--- config.mk ---
export PLATFORM = sky130hd
export DESIGN_NAME = matrix_result_reader
export DESIGN_NICKNAME = d
export VERILOG_FILES = /design/src/rtl/mm_pkg.sv /design/src/rtl/mm_index_counter.sv /design/src/rtl/matrix_result_reader.sv
export SDC_FILE = /design/constraint.sdc
export NUM_CORES = 1
export LEC_CHECK = 0
export ABC_AREA = 0
export BUFFER_PORTS_ARGS = -buffer_cell sky130_fd_sc_hd__buf_2
export CORE_MARGIN = 2
export CORE_UTILIZATION = 51
export CTS_CLUSTER_SIZE = 14
export DETAILED_ROUTE_END_ITERATION = 7
export PLACE_DENSITY_LB_ADDON = 0.1
export SKIP_LAST_GASP = 1
export SYNTH_ARGS = -nofsm -noshare
export SYNTH_HDL_FRONTEND = slang
export SYNTH_HIERARCHICAL = 1
export SYNTH_SLANG_ARGS = --single-unit
--- constraint.sdc ---
create_clock -name clk -period 4.4 [get_ports clk]
set_input_delay 0 -clock clk [delete_from_list [all_inputs] [get_ports clk]]
set_output_delay 0 -clock clk [all_outputs]
set_load 0.02 [all_outputs]
--- src/rtl/mm_pkg.sv ---
// Shared types and constants for the matrix result readout path.
// Latency: n/a (package only).
// Backpressure: n/a (package only).
package mm_pkg;

  // Width of one matrix result word.
  localparam int WORD_W = 32;

  // Readout FSM states.
  typedef enum logic [1:0] {
    IDLE    = 2'd0,
    SETTLE  = 2'd1,
    SEND    = 2'd2,
    RELEASE = 2'd3
  } rd_state_e;

endpackage

--- src/rtl/mm_index_counter.sv ---
// Row/column walker over an n x n result matrix in row-major order.
// Latency: row/column update on the edge where inc or clr is high; last is combinational.
// Backpressure: none of its own; it only advances when inc is asserted by the owner.
//
// Ports:
//   clk, rst   - clock, asynchronous active-high reset
//   clr        - return to (0,0) on the next edge (wins over inc)
//   inc        - advance one position, wrapping column into the next row
//   row/column - current index
//   last       - current index is (n-1, n-1)
module mm_index_counter #(
  parameter int LOG_SIZE = 2
) (
  input  logic                clk,
  input  logic                rst,
  input  logic                clr,
  input  logic                inc,
  output logic [LOG_SIZE-1:0] row,
  output logic [LOG_SIZE-1:0] column,
  output logic                last
);

  localparam logic [LOG_SIZE-1:0] IDX_MAX = '1;

  logic [LOG_SIZE-1:0] row_q, row_d;
  logic [LOG_SIZE-1:0] column_q, column_d;

  always_comb begin
    row_d    = row_q;
    column_d = column_q;
    if (clr) begin
      row_d    = '0;
      column_d = '0;
    end else if (inc) begin
      if (column_q == IDX_MAX) begin
        column_d = '0;
        row_d    = row_q + 1'b1;
      end else begin
        column_d = column_q + 1'b1;
      end
    end
  end

  always_ff @(posedge clk or posedge rst) begin
    if (rst) begin
      row_q    <= '0;
      column_q <= '0;
    end else begin
      row_q    <= row_d;
      column_q <= column_d;
    end
  end

  assign row    = row_q;
  assign column = column_q;
  assign last   = (row_q == IDX_MAX) && (column_q == IDX_MAX);

endmodule

--- src/rtl/matrix_result_reader.sv ---
// Streams an n x n multiplier result matrix row-major onto a valid/ack word port.
// Latency: out_stb rises on the second edge after mm_out_stb is raised; 2-cycle minimum word period.
// Backpressure: a word is held stable while out_ack is low; the multiplier is released only after the last word.
//
// Ports:
//   clk, rst          - clock, asynchronous active-high reset
//   mm_out_stb/ack    - four-phase frame handshake with the multiplier
//   mm_row/column     - index presented to the multiplier result memory
//   mm_output_select  - selects the multiplier result memory for readout
//   mm_out_number     - result word at (mm_row, mm_column)
//   out_number/stb    - downstream word and its valid
//   out_ack           - downstream accept
//   out_last          - marks the final word of the frame
//   busy              - any state other than IDLE
module matrix_result_reader
  import mm_pkg::*;
#(
  parameter int log_size = 2
) (
  input  logic                clk,
  input  logic                rst,
  input  logic                mm_out_stb,
  output logic                mm_out_ack,
  output logic [log_size-1:0] mm_row,
  output logic [log_size-1:0] mm_column,
  output logic                mm_output_select,
  input  logic [WORD_W-1:0]   mm_out_number,
  output logic [WORD_W-1:0]   out_number,
  output logic                out_stb,
  input  logic                out_ack,
  output logic                out_last,
  output logic                busy
);

  rd_state_e           state_q, state_d;
  logic [WORD_W-1:0]   out_number_q, out_number_d;
  logic                out_stb_q, out_stb_d;
  logic                out_last_q, out_last_d;

  logic                cnt_inc;
  logic                cnt_clr;
  logic                cnt_last;

  // Index walker; it only moves on a downstream handshake, so row/column
  // stay put for the whole SETTLE/SEND span of a word.
  mm_index_counter #(
    .LOG_SIZE (log_size)
  ) u_index (
    .clk    (clk),
    .rst    (rst),
    .clr    (cnt_clr),
    .inc    (cnt_inc),
    .row    (mm_row),
    .column (mm_column),
    .last   (cnt_last)
  );

  // State and datapath registers.
  always_ff @(posedge clk or posedge rst) begin
    if (rst) begin
      state_q      <= IDLE;
      out_number_q <= '0;
      out_stb_q    <= 1'b0;
      out_last_q   <= 1'b0;
    end else begin
      state_q      <= state_d;
      out_number_q <= out_number_d;
      out_stb_q    <= out_stb_d;
      out_last_q   <= out_last_d;
    end
  end

  // Next-state and datapath update.
  always_comb begin
    state_d      = state_q;
    out_number_d = out_number_q;
    out_stb_d    = out_stb_q;
    out_last_d   = out_last_q;
    cnt_inc      = 1'b0;
    cnt_clr      = 1'b0;
    unique case (state_q)
      IDLE: begin
        if (mm_out_stb) begin
          state_d = SETTLE;
        end
      end
      SETTLE: begin
        // One cycle for the result memory read at the new index to settle;
        // the word is captured here so out_number never sees mm_out_number
        // combinationally.
        out_number_d = mm_out_number;
        out_stb_d    = 1'b1;
        out_last_d   = cnt_last;
        state_d      = SEND;
      end
      SEND: begin
        if (out_stb_q && out_ack) begin
          out_stb_d = 1'b0;
          if (out_last_q) begin
            out_last_d = 1'b0;
            cnt_clr    = 1'b1;
            state_d    = RELEASE;
          end else begin
            cnt_inc = 1'b1;
            state_d = SETTLE;
          end
        end
      end
      RELEASE: begin
        // Hold the acknowledge until the multiplier withdraws its strobe.
        if (!mm_out_stb) begin
          state_d = IDLE;
        end
      end
      default: begin
        state_d = IDLE;
      end
    endcase
  end

  // State-decoded outputs.
  always_comb begin
    mm_output_select = (state_q == SETTLE) || (state_q == SEND);
    mm_out_ack       = (state_q == RELEASE);
    busy             = (state_q != IDLE);
  end

  assign out_number = out_number_q;
  assign out_stb    = out_stb_q;
  assign out_last   = out_last_q;

endmodule
==> flow_summary.yaml, run 1 <==
run_status:
  status: "complete, no violations"
die:
  die_w_um: 63.9
  rows: 21
  die-area_mm2: 0.00408
  die_h_um: 63.9
  start_util_pct: 54.0
  ios: 77
  core_mm2: 0.00339
synthesis:
  synth_seq_area_share_pct: 54.7
  ys.flop_type: "dfrtp_1"
  synthXorXnorAreaFrac_pct: 0
  synth_common_cells: "dfrtp_1 (40), mux2_4 (28), nor2_1 (8)"
  synthAdderAreaFrac_pct: 4.10
  synth_nets: 164
  ys_warn_count: 6
  synth_seq_cells: 40
  yosys.area.top_type: "dfrtp_1"
  yosys.area_share.simple_pct: 5.13
  synth_top_family_by_area: "multiplexers"
  synth.most_common_cell: "dfrtp_1"
  synthArstFlopShare_pct: 100
  synth.area.mux_share_pct: 27.2
  synth_edf_count: 0
  synth_cell_types: 24
  synthTopCellsByArea: "dfrtp_1 (55%), mux2_4 (23%), ha_1 (4.1%), mux2_2 (3.7%), buf_6 (2.5%)"
  syn_area_mm2: 0.00183
  synth_top_area_share_pct: 54.7
  synth_compound_area_share_pct: 4.65
  syn_area_per_cell_um2: 15.0
  synthCells: 122
timing:
  slew_headroom_pct: 28.7
  final-setup-viol-count: 0
  holdWs_ns: 0.0766
  drv_slew: 0
  worstMarginPinSlew_ns: 1.07
  clock_skew_ns: 0.00550
  tns_ns: 0
  setup_slack_ns: 2.38
  fin_crit_sh_pct: 45.8
  rsz0062_at_grt: "no"
  fmax_mhz: 496
  hold_violations: 0
  final.min_clock_period_ns: 2.02
final_layout:
  fin_cells: 283
  multi_input_area_um2: 754
  seq_area_mm2: 0.00100
  diodes: 0
  layout-drive-gt1-share_pct: 52.3
  fillers: 214
  nets: 278
  post-route-util_pct: 78.4
  areaGrowthSynthToFinish_pct: 45.3
routing:
  drc: 0
  drtIter0Drc: 35
  wl_um: 4010
  final_antenna_net_count: 0
  drt-wirelength-per-cell_um: 14.2
  post_drt_via_cell_ratio: 4.69
  vias: 1326
  dr.pass1.iters: 4
pwr:
  p_leak_uw: 0.00135
  peakVddDrop_v: 0.000584
  p_per_area_mw_per_mm2: 745
grt:
  antenna_found_initial: 0
  grt_max_degree: 36
  grt_overflow: 0
  first_global_vias: 1386
  grt_pass1_wl_um: 6560
  grt.total_usage_pct: 21.0
place:
  gp_congestion: 0.773
  dp_hpwl_um: 2510
  port_buffers: 76
  pre_cts_ws_ns: 2.41
  placed_cells: 240
setup_path:
  slowest_delay_ns: 0.90
  worst-path-buf-inv: 1
  required_ns: 4.64
  crit_family: "adder cells"
  cp_max_fo: 35
  end_kind: "flop"
  worstPathCellList: "inv_1, ha_2, mux2_2"
  crit_type: "reg -> reg"
  crit_arrival_ns: 2.25
  slowest_stage: "ha_2"
  start_kind: "flop"
clock_network:
  clock-sinks: 40
  clock_latency_ns: 0.34
  cts_max_path_buffers: 2
  cts.clk_slew.worst_paths_ns: 0.11
  cts_buffers: 5
  cts_setup_buffers: 0
  cts_htree_levels: 2
  cts_root_buf: "clkbuf_4"
  cts_tree: "yes"
job:
  cap_violations: 0
hold_path:
  hold_class: "in -> async"
-- cells by family after synthesis --
| group | Yosys count |
|---|---|
| fa+ha+maj | 6 |
| flops | 40 |
| mux | 35 |
| simple gates | 19 |
| buf+inv | 12 |
| compound gates | 10 |
-- state kept, by name, summed over array words and instances (netlist names) --
name	cells
out_last	1
out_number	32
out_stb	1
state_q	2
u_index/column	2
u_index/row	2
-- final timing paths --
kind                                  startpoint           endpoint  depth (start not counted)  slack, ns
worst min register to register    out_number[20]     out_number[20]                          1       0.51
worst max register to register        state_q[1]     out_number[22]                          3       2.38
worst min-delay path                         rst  u_index/column[1]                          3       0.08
worst max-delay path                  state_q[1]     out_number[22]                          3       2.38
min in group clk                mm_out_number[5]      out_number[5]                          3       0.42
max in group asynchronous                    rst     out_number[16]                          4       3.57
-- where the power goes --
part,switching [uW],internal [uW]
Combinational,548,532
Sequential,114,552
Clock,115,118
Total,777,1200
-- metrics by stage --
step                      power (uW)  instance area (um2)
after CTS                       1990                 2660
final                           1980                 2660
after floorplan                 1470                 1830
after detailed placement        1720                 2230
after global routing            2100                 2660
after global placement          1690                 2230
-- cell usage in the layout, fill, tap and decap left out, drive strengths merged --
cell         count
o22ai            1
a2bb2oi          1
clkinv           1
mux2i            1
bufinv           1
or3b             1
nand2b           1
o21ai            1
clkbuf           5
and2             1
dlygate4sd3     35
nor2             8
dfrtp           40
nand3            2
nor2b            1
ha               6
nand2            3
mux2            34
nand3b           2
a21oi            5
buf             77
o2bb2ai          1
inv              7
a21bo            1
clkinvlp         1
-- layout make-up --
class                      instances  area share [%]
clock buffer                       5            1.41
clock inverter                     3            1.60
timing repair buffer             112            27.8
tap                               46            2.17
sequential                        40            37.7
inverter                           7           0.989
multi-input combinational         70            28.4
-- routing by layer --
metal / vias to the layer above / GRT usage, % / wire [um]
li1: 643 / - / -
met1: 624 / 25.6 / 1750
met2: 52 / 36.2 / 1980
met3: 7 / 6.16 / 233
met4: 0 / 5.98 / 51
met5: - / 0 / 0
-- tightest hold or removal path: cells and delay by family --
kind | cells | cell delay, ns
buffers and inverters | 3 | 0.79
-- repair_timing --
action,in CTS,in global routing
resized for setup,0,0
setup endpoints to repair,0,0
hold buffers,35,0
hold endpoints to repair,46,0
No activity file was read; power rests on OpenSTA's default activity.
==> run 2, diff against run 1 <==
--- a/config.mk
+++ b/config.mk
@@ -8,7 +8,7 @@
 export ABC_AREA = 0
 export BUFFER_PORTS_ARGS = -buffer_cell sky130_fd_sc_hd__buf_2
 export CORE_MARGIN = 2
-export CORE_UTILIZATION = 51
+export CORE_UTILIZATION = 47
 export CTS_CLUSTER_SIZE = 14
 export DETAILED_ROUTE_END_ITERATION = 7
 export PLACE_DENSITY_LB_ADDON = 0.1
==> constraint.sdc (replaced) <==
create_clock -name clk -period 1.9 [get_ports clk]
set_input_delay 0 -clock clk [delete_from_list [all_inputs] [get_ports clk]]
set_output_delay 0 -clock clk [all_outputs]
set_load 0.02 [all_outputs]
==> run 2 against run 1 <==
Compared with the run above: flip-flop and latch count is the same; final cell count grew 2.1%; final area grew 2.7%; combinational power grew 140%; critical path type unchanged; critical endpoint is now u_index/row[0]; largest cell class unchanged; highest routed layer unchanged.
==> flow_summary.yaml, run 2 (synthesis gave the netlist of run 1 again) <==
final_layout:
  layout_common_cells: "buf_2 (76), dfrtp_1 (40), dlygate4sd3_1 (35)"
  largest_reg_flops: 32
  fillers: 255
  areaGrowthSynthToFinish_pct: 49.2
  final_common_cell: "buf_2"
  nets: 282
  diodes: 0
  layout-drive-gt1-share_pct: 52.7
setup_path:
  required_ns: 2.07
  crit_arrival_ns: 1.75
  cp_max_fo: 5
  crit_type: "reg -> reg"
  r2r-end: "u_index/row[0]"
  start_kind: "flop"
  rrSetupSlack_ns: 0.32
  end_kind: "flop"
  reg2reg_from: "state_q[0]"
  startpoint: "state_q[0]"
  endpoint: "u_index/row[0]"
  ff2ff_path_depth: 6
routing:
  drc: 0
  drt-wirelength-per-cell_um: 13.5
  dr.pass1.iters: 4
  final_antenna_net_count: 0
  vias: 1372
  wl_um: 3890
  post_drt_via_cell_ratio: 4.75
  drtIter0Drc: 48
clock_network:
  cts_buffers: 5
  ctsResizeCount: 0
  cts_max_path_buffers: 2
  cts.clk_slew.worst_paths_ns: 0.07
  cts_root_buf: "clkbuf_8"
  cts_tree: "yes"
  clock_latency_ns: 0.29
  clock-sinks: 40
  cts_htree_levels: 2
timing:
  drv_slew: 0
  clock_skew_ns: 0.00477
  fin_crit_sh_pct: 83.1
  hold_violations: 0
  slew_headroom_pct: 70.9
  fmax_mhz: 633
  setup_slack_ns: 0.321
  rsz0062_at_grt: "no"
  final-setup-viol-count: 0
  tns_ns: 0
  worstMarginPinSlew_ns: 0.436
  final.min_clock_period_ns: 1.58
  holdWs_ns: 0.143
run_status:
  status: "complete, no violations"
grt:
  first_global_vias: 1417
  grt.total_usage_pct: 19.7
  grt_pass1_wl_um: 6440
  grt_max_degree: 37
  antenna_found_initial: 0
  grt_overflow: 0
hold_path:
  hold_class: "in -> async"
die:
  die_h_um: 66.4
  rows: 22
  start_util_pct: 49.6
  ios: 77
  core_mm2: 0.00369
  die_w_um: 66.4
  die-area_mm2: 0.00441
place:
  dp_hpwl_um: 2670
  port_buffers: 76
  pre_cts_ws_ns: 0.324
  gp_congestion: 0.682
pwr:
  p_leak_uw: 0.00139
  total_power_uw: 4770
  p_per_area_mw_per_mm2: 1750
  peakVddDrop_v: 0.00112
job:
  cap_violations: 0
## run 2: cell type report
type                       count  area [um2]  area share [%]
multi-input combinational     70         754            27.6
sequential                    40        1000            36.7
inverter                       7        26.3           0.962
clock inverter                 2        35.0            1.28
tap                           48        60.1            2.20
clock buffer                   6        72.6            2.66
timing repair buffer         116         781            28.6
## run 2: report_power, final
group / switching, uW / internal (uW) / total (uW)
clock network: 274 / 389 / 663
logic: 1300 / 1270 / 2570
registers: 254 / 1280 / 1540
total: 1830 / 2940 / 4770
## run 2: how the worst min path moves through the flow
stage          startpoint                end  cells after the start
3_3_place_gp          rst  u_index/column[1]                      2
3_5_place_dp          rst  u_index/column[1]                      2
5_1_grt               rst     u_index/row[1]                      3
4_1_cts               rst     u_index/row[1]                      3
6_report              rst     u_index/row[1]                      3
2_1_floorplan         rst  u_index/column[0]                      1
## run 2: routing by layer
layer	share of wire, %	GRT usage, %	vias to the layer above	routed length (um)
li1	-	-	652	-
met1	41	23.1	670	1610
met2	52	34.9	45	2010
met3	5.3	3.75	5	205
met4	1.5	8.42	0	59
met5	0	0	-	0
## run 2: critical path, cell delays in order (launching register included)
cell	delay [ns]
dfrtp_1	0.42
inv_1	0.13
ha_1	0.18
nand3_1	0.09
nor2_1	0.29
nor2b_1	0.09
mux2_2	0.27
## run 2: what timing repair did
| item | CTS | global route |
|---|---|---|
| setup buffers | 0 | 0 |
| hold buffers | 35 | 0 |
| endpoints found under the hold margin | 74 | 0 |
## run 2: per-stage QoR
step                      util, %  std cells  instance area (um2)
after floorplan                 -        122                 1830
after CTS                    74.0        289                 2730
final                        74.0        289                 2730
after detailed placement     61.6        246                 2270
after global placement       61.6        246                 2270
after global routing         74.0        289                 2730
==> run 3, diff against run 2 <==
--- a/config.mk
+++ b/config.mk
@@ -5,7 +5,7 @@
 export SDC_FILE = /design/constraint.sdc
 export NUM_CORES = 1
 export LEC_CHECK = 0
-export ABC_AREA = 0
+export ABC_AREA = 1
 export BUFFER_PORTS_ARGS = -buffer_cell sky130_fd_sc_hd__buf_2
 export CORE_MARGIN = 2
 export CORE_UTILIZATION = 47
==> constraint.sdc (replaced) <==
create_clock -name clk -period 1.6 [get_ports clk]
set_input_delay 0 -clock clk [delete_from_list [all_inputs] [get_ports clk]]
set_output_delay 0 -clock clk [all_outputs]
set_load 0.02 [all_outputs]
==> run 3 against run 2 <==
Compared with the run above: die area rose by 0.51%; sequential power grew 18%; first-iteration DRC count is 77% higher; clock skew hardly changed; sequential share of layout area up 0.70 points; combinational power grew 12%; maximum frequency increased by 2.5%; final area decreased by 1.7%; highest routed layer unchanged.
==> flow_summary.yaml, run 3 <==
run_status:
  status: "complete, no violations"
setup_path:
  end_kind: "flop"
  required_ns: 1.77
  slowest_delay_ns: 0.46
  cp_max_fo: 35
  slowest_stage: "dfrtp_1"
  worstPathCellList: "inv_1, ha_2, buf_12, mux2_2"
  crit_type: "reg -> reg"
  crit_family: "flip-flops"
  worst-path-buf-inv: 2
  crit_arrival_ns: 1.72
  start_kind: "flop"
synthesis:
  synth_top_area_share_pct: 54.4
  synthArstFlopShare_pct: 100
  synth_nets: 179
  syn_area_per_cell_um2: 13.4
  ys_warn_count: 6
  synth_edf_count: 0
  synth_common_cells: "dfrtp_1 (40), mux2_4 (27), nand2_1 (26)"
  ys.flop_type: "dfrtp_1"
  synth_seq_cells: 40
  synth_cell_types: 14
  synthTopCellsByArea: "dfrtp_1 (54%), mux2_4 (22%), nand2_1 (5.3%), ha_1 (4.1%), buf_12 (3.3%)"
  syn_area_mm2: 0.00184
  synthCells: 137
  yosys.area.top_type: "dfrtp_1"
  synth_seq_area_share_pct: 54.4
  synth.most_common_cell: "dfrtp_1"
clock_network:
  clock_latency_ns: 0.29
  clock-sinks: 40
  cts_root_buf: "clkbuf_8"
  cts_buffers: 5
  cts_tree: "yes"
  cts.clk_slew.worst_paths_ns: 0.07
  cts_htree_levels: 2
  cts_setup_buffers: 0
  cts_max_path_buffers: 2
timing:
  fin_crit_sh_pct: 96.3
  clock_skew_ns: 0.00455
  final.min_clock_period_ns: 1.54
  final-setup-viol-count: 0
  rsz0062_at_grt: "yes"
  tns_ns: 0
  worstMarginPinSlew_ns: 0.438
  fmax_mhz: 649
  hold_violations: 0
  drv_slew: 0
  setup_slack_ns: 0.0592
  slew_headroom_pct: 70.8
grt:
  grt_max_degree: 37
  first_global_vias: 1370
  antenna_found_initial: 0
  grt_pass1_wl_um: 6280
  grt.total_usage_pct: 19.3
  grt_overflow: 0
routing:
  wl_um: 4020
  drtIter0Drc: 85
  drt-wirelength-per-cell_um: 13.4
  dr.pass1.iters: 4
  drc: 0
  final_antenna_net_count: 0
  vias: 1407
  post_drt_via_cell_ratio: 4.67
final_layout:
  layout-drive-gt1-share_pct: 49.4
  fin_area_mm2: 0.00268
  post-route-util_pct: 72.2
  nets: 294
  areaGrowthSynthToFinish_pct: 45.9
  largest_reg_flops: 32
  final_common_cell: "buf_2"
  layout_common_cells: "buf_2 (76), dfrtp_1 (39), dlygate4sd3_1 (33)"
  diodes: 0
  fillers: 261
pwr:
  switching_share_pct: 39.5
  power_frac_seq_pct: 33.7
  pwr-share-comb_pct: 53.8
  intPower_uw: 3250
  p_per_area_mw_per_mm2: 2000
  power.share.clock_pct: 12.5
  peakVddDrop_v: 0.00105
  p_leak_uw: 0.00143
  total_power_uw: 5370
  switching_power_uw: 2120
place:
  port_buffers: 76
  placed_area_mm2: 0.00225
  gp_congestion: 0.856
  pre_cts_ws_ns: 0.0514
  dp_hpwl_um: 2570
die:
  ios: 77
  start_util_pct: 49.5
  die_h_um: 66.6
  rows: 22
  core_mm2: 0.00372
  die_w_um: 66.6
  die-area_mm2: 0.00443
hold_path:
  hold_class: "in -> reg"
job:
  cap_violations: 0
run 3: cell count changes in the layout (fill, tap and decap cells not counted), sizes merged, moves of 2 or more:
cell	delta
nand4	+2
a21oi	-5
nand3	+6
dlygate4sd3	-2
mux2	-2
nor2	-2
inv	+3
buf	-2
nand2	+24
nand3b	-2
run 3: power by group through the flow:
stage / clock [uW] / sequential, uW / combinational [uW]
floorplan: 0 / 2370 / 1620
global placement: 0 / 1780 / 2770
detailed placement: 0 / 1810 / 2810
CTS: 700 / 1790 / 2880
global route: 751 / 1870 / 3090
finish: 671 / 1810 / 2890
run 3: metrics by stage:
stage | hold WS (ns) | std cells
final | 0.0859 | 301
after CTS | 0.0707 | 301
after global placement | -0.107 | 260
after floorplan | -0.234 | 137
after global routing | 0.0948 | 301
after detailed placement | -0.0999 | 260
run 3: worst register-to-register path, delay by kind of cell (launching register included):
family                   cells  cell delay, ns
buffers and inverters        2            0.39
adder cells (fa/ha/maj)      1            0.21
flip-flops                   1            0.46
multiplexers                 1            0.38
run 3: routing by layer:
| layer | vias to the layer above | GRT usage [%] | part of all wire (%) |
|---|---|---|---|
| li1 | 684 | - | - |
| met1 | 654 | 22.4 | 41 |
| met2 | 61 | 32.5 | 50 |
| met3 | 8 | 5.41 | 7.4 |
| met4 | 0 | 9.95 | 1.7 |
| met5 | - | 0 | 0 |
run 3: worst paths after layout:
path / start / to / slack [ns] / cells after the start
max: state_q[1] / out_number[21] / 0.06 / 4
min: mm_out_stb / state_q[0] / 0.09 / 4
max reg2reg: state_q[1] / out_number[21] / 0.06 / 4
min reg2reg: out_number[16] / out_number[16] / 0.50 / 1
max in group asynchronous: rst / state_q[0] / 0.89 / 4
min in group asynchronous: rst / u_index/row[0] / 0.16 / 3
run 3: area by class of cell:
type / instances / area [um2] / share of cell area [%]
sequential: 40 / 1000 / 37.4
timing repair buffer: 112 / 746 / 27.8
multi-input combinational: 83 / 744 / 27.8
clock buffer: 6 / 82.6 / 3.08
tap: 48 / 60.1 / 2.24
inverter: 10 / 37.5 / 1.40
clock inverter: 2 / 10.0 / 0.373
run 3: logic make-up after synthesis:
| kind of cell | synth area share, % |
|---|---|
| simple gates | 10.0 |
| mux | 25.1 |
| compound gates | 0.476 |
| fa+ha+maj | 4.08 |
| buf+inv | 5.92 |
| flops | 54.4 |
run 3: what timing repair did:
action | CTS | global route
gates resized for setup | 0 | 4
hold endpoints to repair | 72 | 0
setup endpoints to repair | 0 | 4
hold buffers | 33 | 0
